## src/rtl/sd_card_cmd_responder.sv

```systemverilog
// Card-side SD CMD line endpoint: receives 48-bit host commands, reports them,
// then serialises the R1/R2/R3 response supplied by card logic.
module sd_card_cmd_responder #(
    parameter int NCR_CLKS     = 2,
    parameter int RESP_TIMEOUT = 65535
) (
    input  logic         ex_clk,
    input  logic         reset,
    input  logic         sd_clk,
    input  logic         sd_cmd_in,
    output logic         sd_cmd_out,
    output logic         sd_cmd_oe,
    output logic         cmd_valid,
    output logic [5:0]   cmd_index,
    output logic [31:0]  cmd_arg,
    output logic         cmd_err,
    output logic         resp_ready,
    input  logic         resp_valid,
    input  logic [1:0]   resp_type,
    input  logic [5:0]   resp_index,
    input  logic [126:0] resp_payload,
    output logic         busy
);
    typedef enum logic [2:0] {
        S_IDLE, S_RX, S_CHECK, S_WAIT_RESP, S_NCR, S_TX, S_DONE
    } state_t;

    localparam logic [6:0]  NCR_LAST = 7'(NCR_CLKS - 1);
    localparam logic [15:0] TO_LAST  = 16'(RESP_TIMEOUT - 1);

    state_t       state, state_nx;
    logic         sd_clk_q, rise, fall, xfer, crc_bad, in_crc_field, tx_bit;
    logic [47:0]  rx_sr;
    logic [6:0]   rx_crc, tx_crc;
    logic [135:0] tx_sr;
    logic         tx_r1;
    logic [7:0]   tx_last, bit_cnt;
    logic [6:0]   ncr_cnt;
    logic [15:0]  to_cnt;

    function automatic logic [6:0] crc7_step(input logic [6:0] crc, input logic b);
        logic fb;
        fb = b ^ crc[6];
        return {crc[5:0], 1'b0} ^ (fb ? 7'h09 : 7'h00);
    endfunction

    always_comb begin
        rise         = ~sd_clk_q & sd_clk;
        fall         = sd_clk_q & ~sd_clk;
        resp_ready   = (state == S_WAIT_RESP);
        busy         = (state != S_IDLE);
        xfer         = resp_valid & resp_ready;
        crc_bad      = (rx_crc != rx_sr[7:1]) | ~rx_sr[0];
        // R1 CRC bits come from the running CRC, not the shift register
        in_crc_field = tx_r1 && (bit_cnt >= 8'd40) && (bit_cnt <= 8'd46);
        tx_bit       = in_crc_field ? tx_crc[6] : tx_sr[135];
    end

    always_comb begin
        state_nx = state;
        case (state)
            S_IDLE:      if (rise && !sd_cmd_in) state_nx = S_RX;
            S_RX: if (rise) begin
                if (bit_cnt == 8'd1 && !sd_cmd_in) state_nx = S_IDLE;
                else if (bit_cnt == 8'd47)         state_nx = S_CHECK;
            end
            S_CHECK:     state_nx = crc_bad ? S_IDLE : S_WAIT_RESP;
            S_WAIT_RESP: begin
                if (xfer)
                    state_nx = (resp_type == 2'b00) ? S_IDLE : S_NCR;
                else if (RESP_TIMEOUT != 0 && to_cnt == TO_LAST)
                    state_nx = S_IDLE;
            end
            S_NCR:       if (fall && ncr_cnt == NCR_LAST) state_nx = S_TX;
            S_TX:        if (fall && bit_cnt == tx_last)  state_nx = S_DONE;
            S_DONE:      if (fall) state_nx = S_IDLE;
            default:     state_nx = S_IDLE;
        endcase
    end

    always_ff @(posedge ex_clk) begin
        if (reset) state <= S_IDLE;
        else       state <= state_nx;
    end

    always_ff @(posedge ex_clk) sd_clk_q <= sd_clk;

    always_ff @(posedge ex_clk) begin
        if (reset) begin
            sd_cmd_out <= 1'b1;
            sd_cmd_oe  <= 1'b0;
            cmd_valid  <= 1'b0;
            cmd_err    <= 1'b0;
            cmd_index  <= '0;
            cmd_arg    <= '0;
            rx_sr      <= '0;
            rx_crc     <= '0;
            tx_sr      <= '0;
            tx_crc     <= '0;
            tx_r1      <= 1'b0;
            tx_last    <= '0;
            bit_cnt    <= '0;
            ncr_cnt    <= '0;
            to_cnt     <= '0;
        end else begin
            cmd_valid <= 1'b0;
            case (state)
                S_IDLE: begin
                    bit_cnt <= '0;
                    ncr_cnt <= '0;
                    to_cnt  <= '0;
                    if (rise && !sd_cmd_in) begin
                        rx_sr   <= '0;
                        rx_crc  <= '0;
                        bit_cnt <= 8'd1;
                    end
                end
                S_RX: if (rise) begin
                    rx_sr <= {rx_sr[46:0], sd_cmd_in};
                    if (bit_cnt < 8'd40)  rx_crc  <= crc7_step(rx_crc, sd_cmd_in);
                    if (bit_cnt < 8'd136) bit_cnt <= bit_cnt + 8'd1;
                end
                S_CHECK: begin
                    cmd_valid <= 1'b1;
                    cmd_err   <= crc_bad;
                    cmd_index <= rx_sr[45:40];
                    cmd_arg   <= rx_sr[39:8];
                    to_cnt    <= '0;
                end
                S_WAIT_RESP: begin
                    if (xfer) begin
                        ncr_cnt <= '0;
                        tx_crc  <= '0;
                        tx_r1   <= (resp_type == 2'b01);
                        tx_last <= (resp_type == 2'b10) ? 8'd135 : 8'd47;
                        case (resp_type)
                            2'b01:   tx_sr <= {2'b00, resp_index, resp_payload[31:0], 8'h01, 88'd0};
                            2'b10:   tx_sr <= {2'b00, 6'h3F, resp_payload, 1'b1};
                            default: tx_sr <= {2'b00, 6'h3F, resp_payload[31:0], 8'hFF, 88'd0};
                        endcase
                    end else if (to_cnt != 16'hFFFF) begin
                        to_cnt <= to_cnt + 16'd1;
                    end
                end
                S_NCR: if (fall) begin
                    if (ncr_cnt == NCR_LAST) begin
                        sd_cmd_oe  <= 1'b1;
                        sd_cmd_out <= tx_sr[135];
                        tx_sr      <= {tx_sr[134:0], 1'b0};
                        tx_crc     <= crc7_step(tx_crc, tx_sr[135]);
                        bit_cnt    <= 8'd1;
                    end else if (ncr_cnt != 7'h7F) begin
                        ncr_cnt <= ncr_cnt + 7'd1;
                    end
                end
                S_TX: if (fall) begin
                    sd_cmd_out <= tx_bit;
                    tx_sr      <= {tx_sr[134:0], 1'b0};
                    if (in_crc_field)         tx_crc <= {tx_crc[5:0], 1'b0};
                    else if (bit_cnt < 8'd40) tx_crc <= crc7_step(tx_crc, tx_sr[135]);
                    if (bit_cnt < 8'd136) bit_cnt <= bit_cnt + 8'd1;
                end
                S_DONE: if (fall) begin
                    sd_cmd_oe  <= 1'b0;
                    sd_cmd_out <= 1'b1;
                    bit_cnt    <= '0;
                end
                default: ;
            endcase
        end
    end
endmodule

```

## config.mk

```make
export PLATFORM = sky130hd
export DESIGN_NAME = sd_card_cmd_responder
export DESIGN_NICKNAME = d
export VERILOG_FILES = /design/src/rtl/sd_card_cmd_responder.sv
export SDC_FILE = /design/constraint.sdc
export NUM_CORES = 1
export LEC_CHECK = 0
export ABC_AREA = 1
export BUFFER_PORTS_ARGS = -buffer_cell sky130_fd_sc_hd__buf_4
export CAP_MARGIN = 20
export CORE_ASPECT_RATIO = 1.75
export CORE_MARGIN = 4
export CORE_UTILIZATION = 50
export CTS_CLUSTER_DIAMETER = 150
export CTS_CLUSTER_SIZE = 16
export DETAILED_ROUTE_END_ITERATION = 16
export PLACE_DENSITY = 0.69
export SLEW_MARGIN = 10
export SYNTH_ARGS = -nofsm -noshare
export SYNTH_HDL_FRONTEND = slang
export SYNTH_SLANG_ARGS = --single-unit
```

## constraint.sdc

```tcl
create_clock -name ex_clk -period 2.6 [get_ports ex_clk]
set_input_delay 0.78 -clock ex_clk [delete_from_list [all_inputs] [get_ports ex_clk]]
set_output_delay 0.78 -clock ex_clk [all_outputs]
set_load 0.02 [all_outputs]
```

## After elaboration in Yosys (flattened, before gate mapping)

Cells that the tools add are included.

- Bits in registers: 282
- Output and inout port bits: 44

- $add $sub $neg: 3
- $lt $le $gt $ge: 4
- Equality and inequality tests: 33
- Mux-type cells: 61
- Bitwise gates (word level): 11
- Reductions and logical operators: 29

Operators with widths:

| cell | count |
|---|---|
| 2-to-1 mux 136 bit | 4 |
| case mux 136 bit (3 select lines) | 1 |
| case mux 134 bit (2 select lines) | 1 |
| 2-to-1 mux 46 bit | 2 |
| case mux 46 bit (2 select lines) | 1 |
| 2-to-1 mux 7 bit | 12 |
| 2-to-1 mux 8 bit | 7 |
| case mux 7 bit (3 select lines) | 2 |
| case mux 8 bit (5 select lines) | 1 |
| 2-to-1 mux 16 bit | 2 |
| case mux 16 bit (2 select lines) | 1 |
| 2-to-1 mux 3 bit | 10 |
| inequality test 2 bit, second input constant | 12 |
| case mux 3 bit (7 select lines) | 1 |
| adder 16 x 1 -> 16 bit, second input constant | 1 |
| == test 16 bit, second input constant | 1 |
| inequality test 16 bit, second input constant | 1 |
| AND reduction 5 bit | 3 |
| case mux 7 bit (2 select lines) | 1 |
| XOR 7 x 4 -> 7 bit | 2 |
| AND reduction 6 bit | 2 |
| nonzero test 3 bit | 4 |
| 2-to-1 mux 1 bit | 10 |
| == test 3 bit, second input constant | 3 |
| 38 further kinds | 56 |

## Longest topological paths before layout

- Word-level depth: 7
- Mapped depth: 14
- Mapped depth without buffers: 13

## Worst setup path before layout

Ideal clock, no wire load.

- Path type: input port to flip-flop
- Start: in resp_type[0]
- End: reg tx_sr[127]
- Setup time: 0.116 ns
- Arrival: 2.079 ns
- Data required time: 2.484 ns
- Path slack: 0.405 ns
- Stages on the path: 9
- Cells stage by stage: inv_1 > ha_1 > clkbuf_1 > inv_1 > o21ai_1 > clkbuf_1 > o21ai_0 > o21ai_0 > nor2_1

- Cells in the longest elaborated chain, start to end: 4

RTL lines:

| item | RTL line | text |
|---|---|---|
| from (decl) | 19 | `input logic [1:0] resp_type,` |
| == test 2 bit / == test 2 x 1 -> 1 bit (equally long branches) | 136 | `case (resp_type)` |
| case mux 134 bit (2 select lines) (*) | 136 |  |
| 2-to-1 mux 136 bit (*) | 131 | `if (xfer) begin` |
| case mux 136 bit (3 select lines) (*) | 107 | `case (state)` |
| to (signal assigned) | 137 | `2'b01: tx_sr <= {2'b00, resp_index, resp_payload[31:0], 8'h01, 88'd0};` |
| to (signal assigned) | 138 | `2'b10: tx_sr <= {2'b00, 6'h3F, resp_payload, 1'b1};` |
| to (signal assigned) | 139 | `default: tx_sr <= {2'b00, 6'h3F, resp_payload[31:0], 8'hFF, 88'd0};` |
| to (decl) | 35 | `logic [135:0] tx_sr;` |

Every way passes the cells marked *; elsewhere a longest branch is shown, timed or not. The select of a mux whose other input is x is not followed.
A chain may end at the register's enable or synchronous reset.

## Final worst setup path

- Start: reg state[0]
- End: out busy

- Cells in the longest elaborated chain, start to end: 1

RTL lines:

| item | RTL line | text |
|---|---|---|
| from (decl) | 31 | `state_t state, state_nx;` |
| from (signal assigned) | 83 | `else state <= state_nx;` |
| nonzero test 3 bit | 51 | `busy = (state != S_IDLE);` |
| to (decl) | 22 | `output logic busy` |

No other way between the ends.

==> impl_metrics.tcl <==
set metrics [dict create \
    p_per_area_mw_per_mm2 839.3 \
    antenna_found_initial 0 \
    max_freq_mhz 412.9 \
    netlist.top_cell.by_area "dfxtp_1" \
    grt_pass1_vias 11980 \
    via_per_inst 5.401 \
    cp-end-kind "output pin" \
    netlist_area_sq_mm 0.01302 \
    stdcell_area_sq_mm 0.01514 \
    die_width_microns 130.0 \
    post_dp_cell_area_sq_mm 0.01460 \
    worst_pin_slew_ps 815.9 \
    die-area_sq_mm 0.02878 \
    synth_area_leaders "dfxtp_1, nand2_1, o21ai_0" \
    wl_microns 34580 \
    slew_headroom_pct 45.53 \
    core_area_sq_mm 0.02543 \
    syn-instance-count 1937 \
    hp-class "primary input to flip-flop" \
    initial_core_util_pct 51.18 \
    syn2layout_area_growth_pct 16.34 \
    ios 184 \
    setup_tns_ps 0 \
    clock_sinks 277 \
    ys_seq_area_share_pct 42.60 \
    ir_drop_uv 745.7 \
    synth.distinct_cells 34 \
    drc_errors 0 \
    path_clk_slew_ps 70 \
    yosysTopAreaCellShare_pct 42.60 \
    post-cts-setup-buffers 0 \
    syn_avg_cell_area_sq_um 6.720 \
    synth_fp_nets 2087 \
    cp_max_fo 7 \
    busiest_layer "met2" \
    rsz0062_at_grt "no" \
    slew_viol_final 0 \
    status "finished clean" \
    worstSetupPathType "flip-flop to output pin" \
    maxCapViolCount 0 \
    hold_violations 0 \
    grt_max_degree 147 \
    io_buffers 183 \
    layout-drive-gt1-share_pct 12.77 \
    finalCritPeriodShare_pct 93.14 \
    drt_iter0_markers 827 \
    holdBufCountCts 0 \
    grt_usage_pct 23.29 \
    antenna_left 0 \
    grt_first_pass_wirelength_microns 57070 \
    worst_setup_path_start_kind "flip-flop" \
    post-route-util_pct 59.54 \
    cp_data_required_time_ps 1820 \
    async_flop_share_pct 0 \
    synth_ff_type "dfxtp_1" \
    gr-usage-met1_pct 28.60 \
    via_count 12750 \
    setup_viol 0 \
    cts-root-buf "clkbuf_16" \
    gr-total-overflow 0 \
    fin_worst_skew_ps 19.69 \
    n_antenna_cell 0 \
    clk_latency_ps 520 \
    cts_buffers 21 \
    cts_buffer_depth 3 \
    cts_tree "yes" \
    finalNonFillerCells 2360 \
    dr.pass1.iters 6 \
    cts_resized 0 \
    layout_min_cycle_time_ps 2422 \
    htree_levels 1 \
    arrival_ps 1640 \
    rows 77 \
    power_leakage_nw 6.415 \
    grt_use_met2_pct 41.31 \
    layout.nets 2195 \
    dp_hpwl_microns 22990 \
    numPlacedInstances 2338 \
    die_h_microns 221.5 \
    synth_warnings 0 \
    routedWlPerCell_microns 14.65 \
    dp_slack_ps 281.0 \
    fin_ws_ps 178.4 \
    synth-seq-cells 277 \
    gp_congestion 0.9056 \
    synth_edf_count 0 \
    gr-usage-met3_pct 2.799 \
]
## sequential cells by signal (all words and copies together) (netlist names)
register / count
ncr_cnt: 7
state: 3
cmd_valid: 1
tx_sr: 136
cmd_index: 6
sd_cmd_out: 1
cmd_arg: 32
rx_crc: 7
cmd_err: 1
sd_cmd_oe: 1
tx_last: 3
bit_cnt: 8
sd_clk_q: 1
tx_r1: 1
rx_sr: 46
tx_crc: 7
to_cnt: 16
## power breakdown
group | internal [mW] | total [mW] | switching [mW]
sequential | 5.07 | 5.56 | 0.496
clock | 1.44 | 2.92 | 1.47
combinational | 1.47 | 4.23 | 2.76
total | 7.98 | 12.7 | 4.73
## layout make-up
type	count	area (sq um)
well taps	316	395.4
inverters	115	437.9
repair buffers	216	1747
multi-input cells	1414	6477
fillers	2516	10290
clock inverters	1	16.27
flip-flops and latches	277	5545
clock buffers	21	525.5
## cells in the final DEF (no fill, tap or decap), types with 10 or more instances in the layout
cell type,n
a21oi_1,200
buf_12,10
buf_4,206
clkbuf_16,21
dfxtp_1,277
inv_1,105
nand2_1,475
nand3_1,130
nand4_1,13
nor2_1,270
nor3_1,10
o21ai_0,207
o21ai_1,19
o31ai_1,32
## kinds of logic (layout without fill, tap and decap cells)
| group | Yosys count | after routing | synth area share (%) |
|---|---|---|---|
| AND/OR/NAND/NOR | 914 | 914 | 28.34 |
| AO/OA/AOI/OAI | 478 | 478 | 19.42 |
| flip-flops | 277 | 277 | 42.60 |
| buffers and inverters | 246 | 353 | 7.882 |
| XOR/XNOR | 12 | 12 | 0.8074 |
| adder cells (fa/ha/maj) | 10 | 10 | 0.9612 |
## through the flow
stage / hold WS [ps] / power, mW
after floorplan: 430.0 / 8.489
after global placement: 449.6 / 9.832
after detailed placement: 455.6 / 9.888
after CTS: 368.2 / 12.84
after global routing: 379.0 / 13.57
final: 392.0 / 12.71
## final timing paths
check	startpoint	to	slack, ps	cells past startpoint
worst min-delay path	sd_clk	sd_clk_q	390	1
worst max register to register	state[0]	tx_sr[131]	400	11
worst min register to register	tx_sr[0]	tx_sr[0]	460	2
worst max-delay path	state[0]	busy	180	5
## metal layers
metal,part of all wire (%),vias up
li1,-,6510
met1,41,5828
met2,50,342
met3,5.6,66
met4,3.2,0
met5,0,-
## synth_stat cells, types with 2 or more instances
| master | number |
|---|---|
| nand2_2 | 4 |
| o21ai_1 | 20 |
| ha_1 | 10 |
| nor3_1 | 11 |
| buf_4 | 15 |
| buf_6 | 3 |
| o21bai_1 | 4 |
| nand2_1 | 476 |
| or2_2 | 3 |
| inv_1 | 106 |
| o21ai_0 | 207 |
| a22o_1 | 7 |
| buf_1 | 10 |
| nand4_1 | 13 |
| nand3_1 | 130 |
| xnor2_1 | 5 |
| clkbuf_1 | 84 |
| dfxtp_1 | 277 |
| nor2_4 | 2 |
| clkinv_1 | 3 |
| nor2_1 | 271 |
| o31ai_1 | 32 |
| inv_2 | 6 |
| buf_2 | 19 |
| a211oi_1 | 5 |
| xor2_1 | 7 |
| a21oi_1 | 200 |
## worst max-delay path, stage by stage (launching register included)
cell,delay (ps)
dfxtp_1,400
inv_1,150
nand2_1,80
nor2_1,200
inv_1,120
buf_4,170
Power figures use the tool's default switching activity.
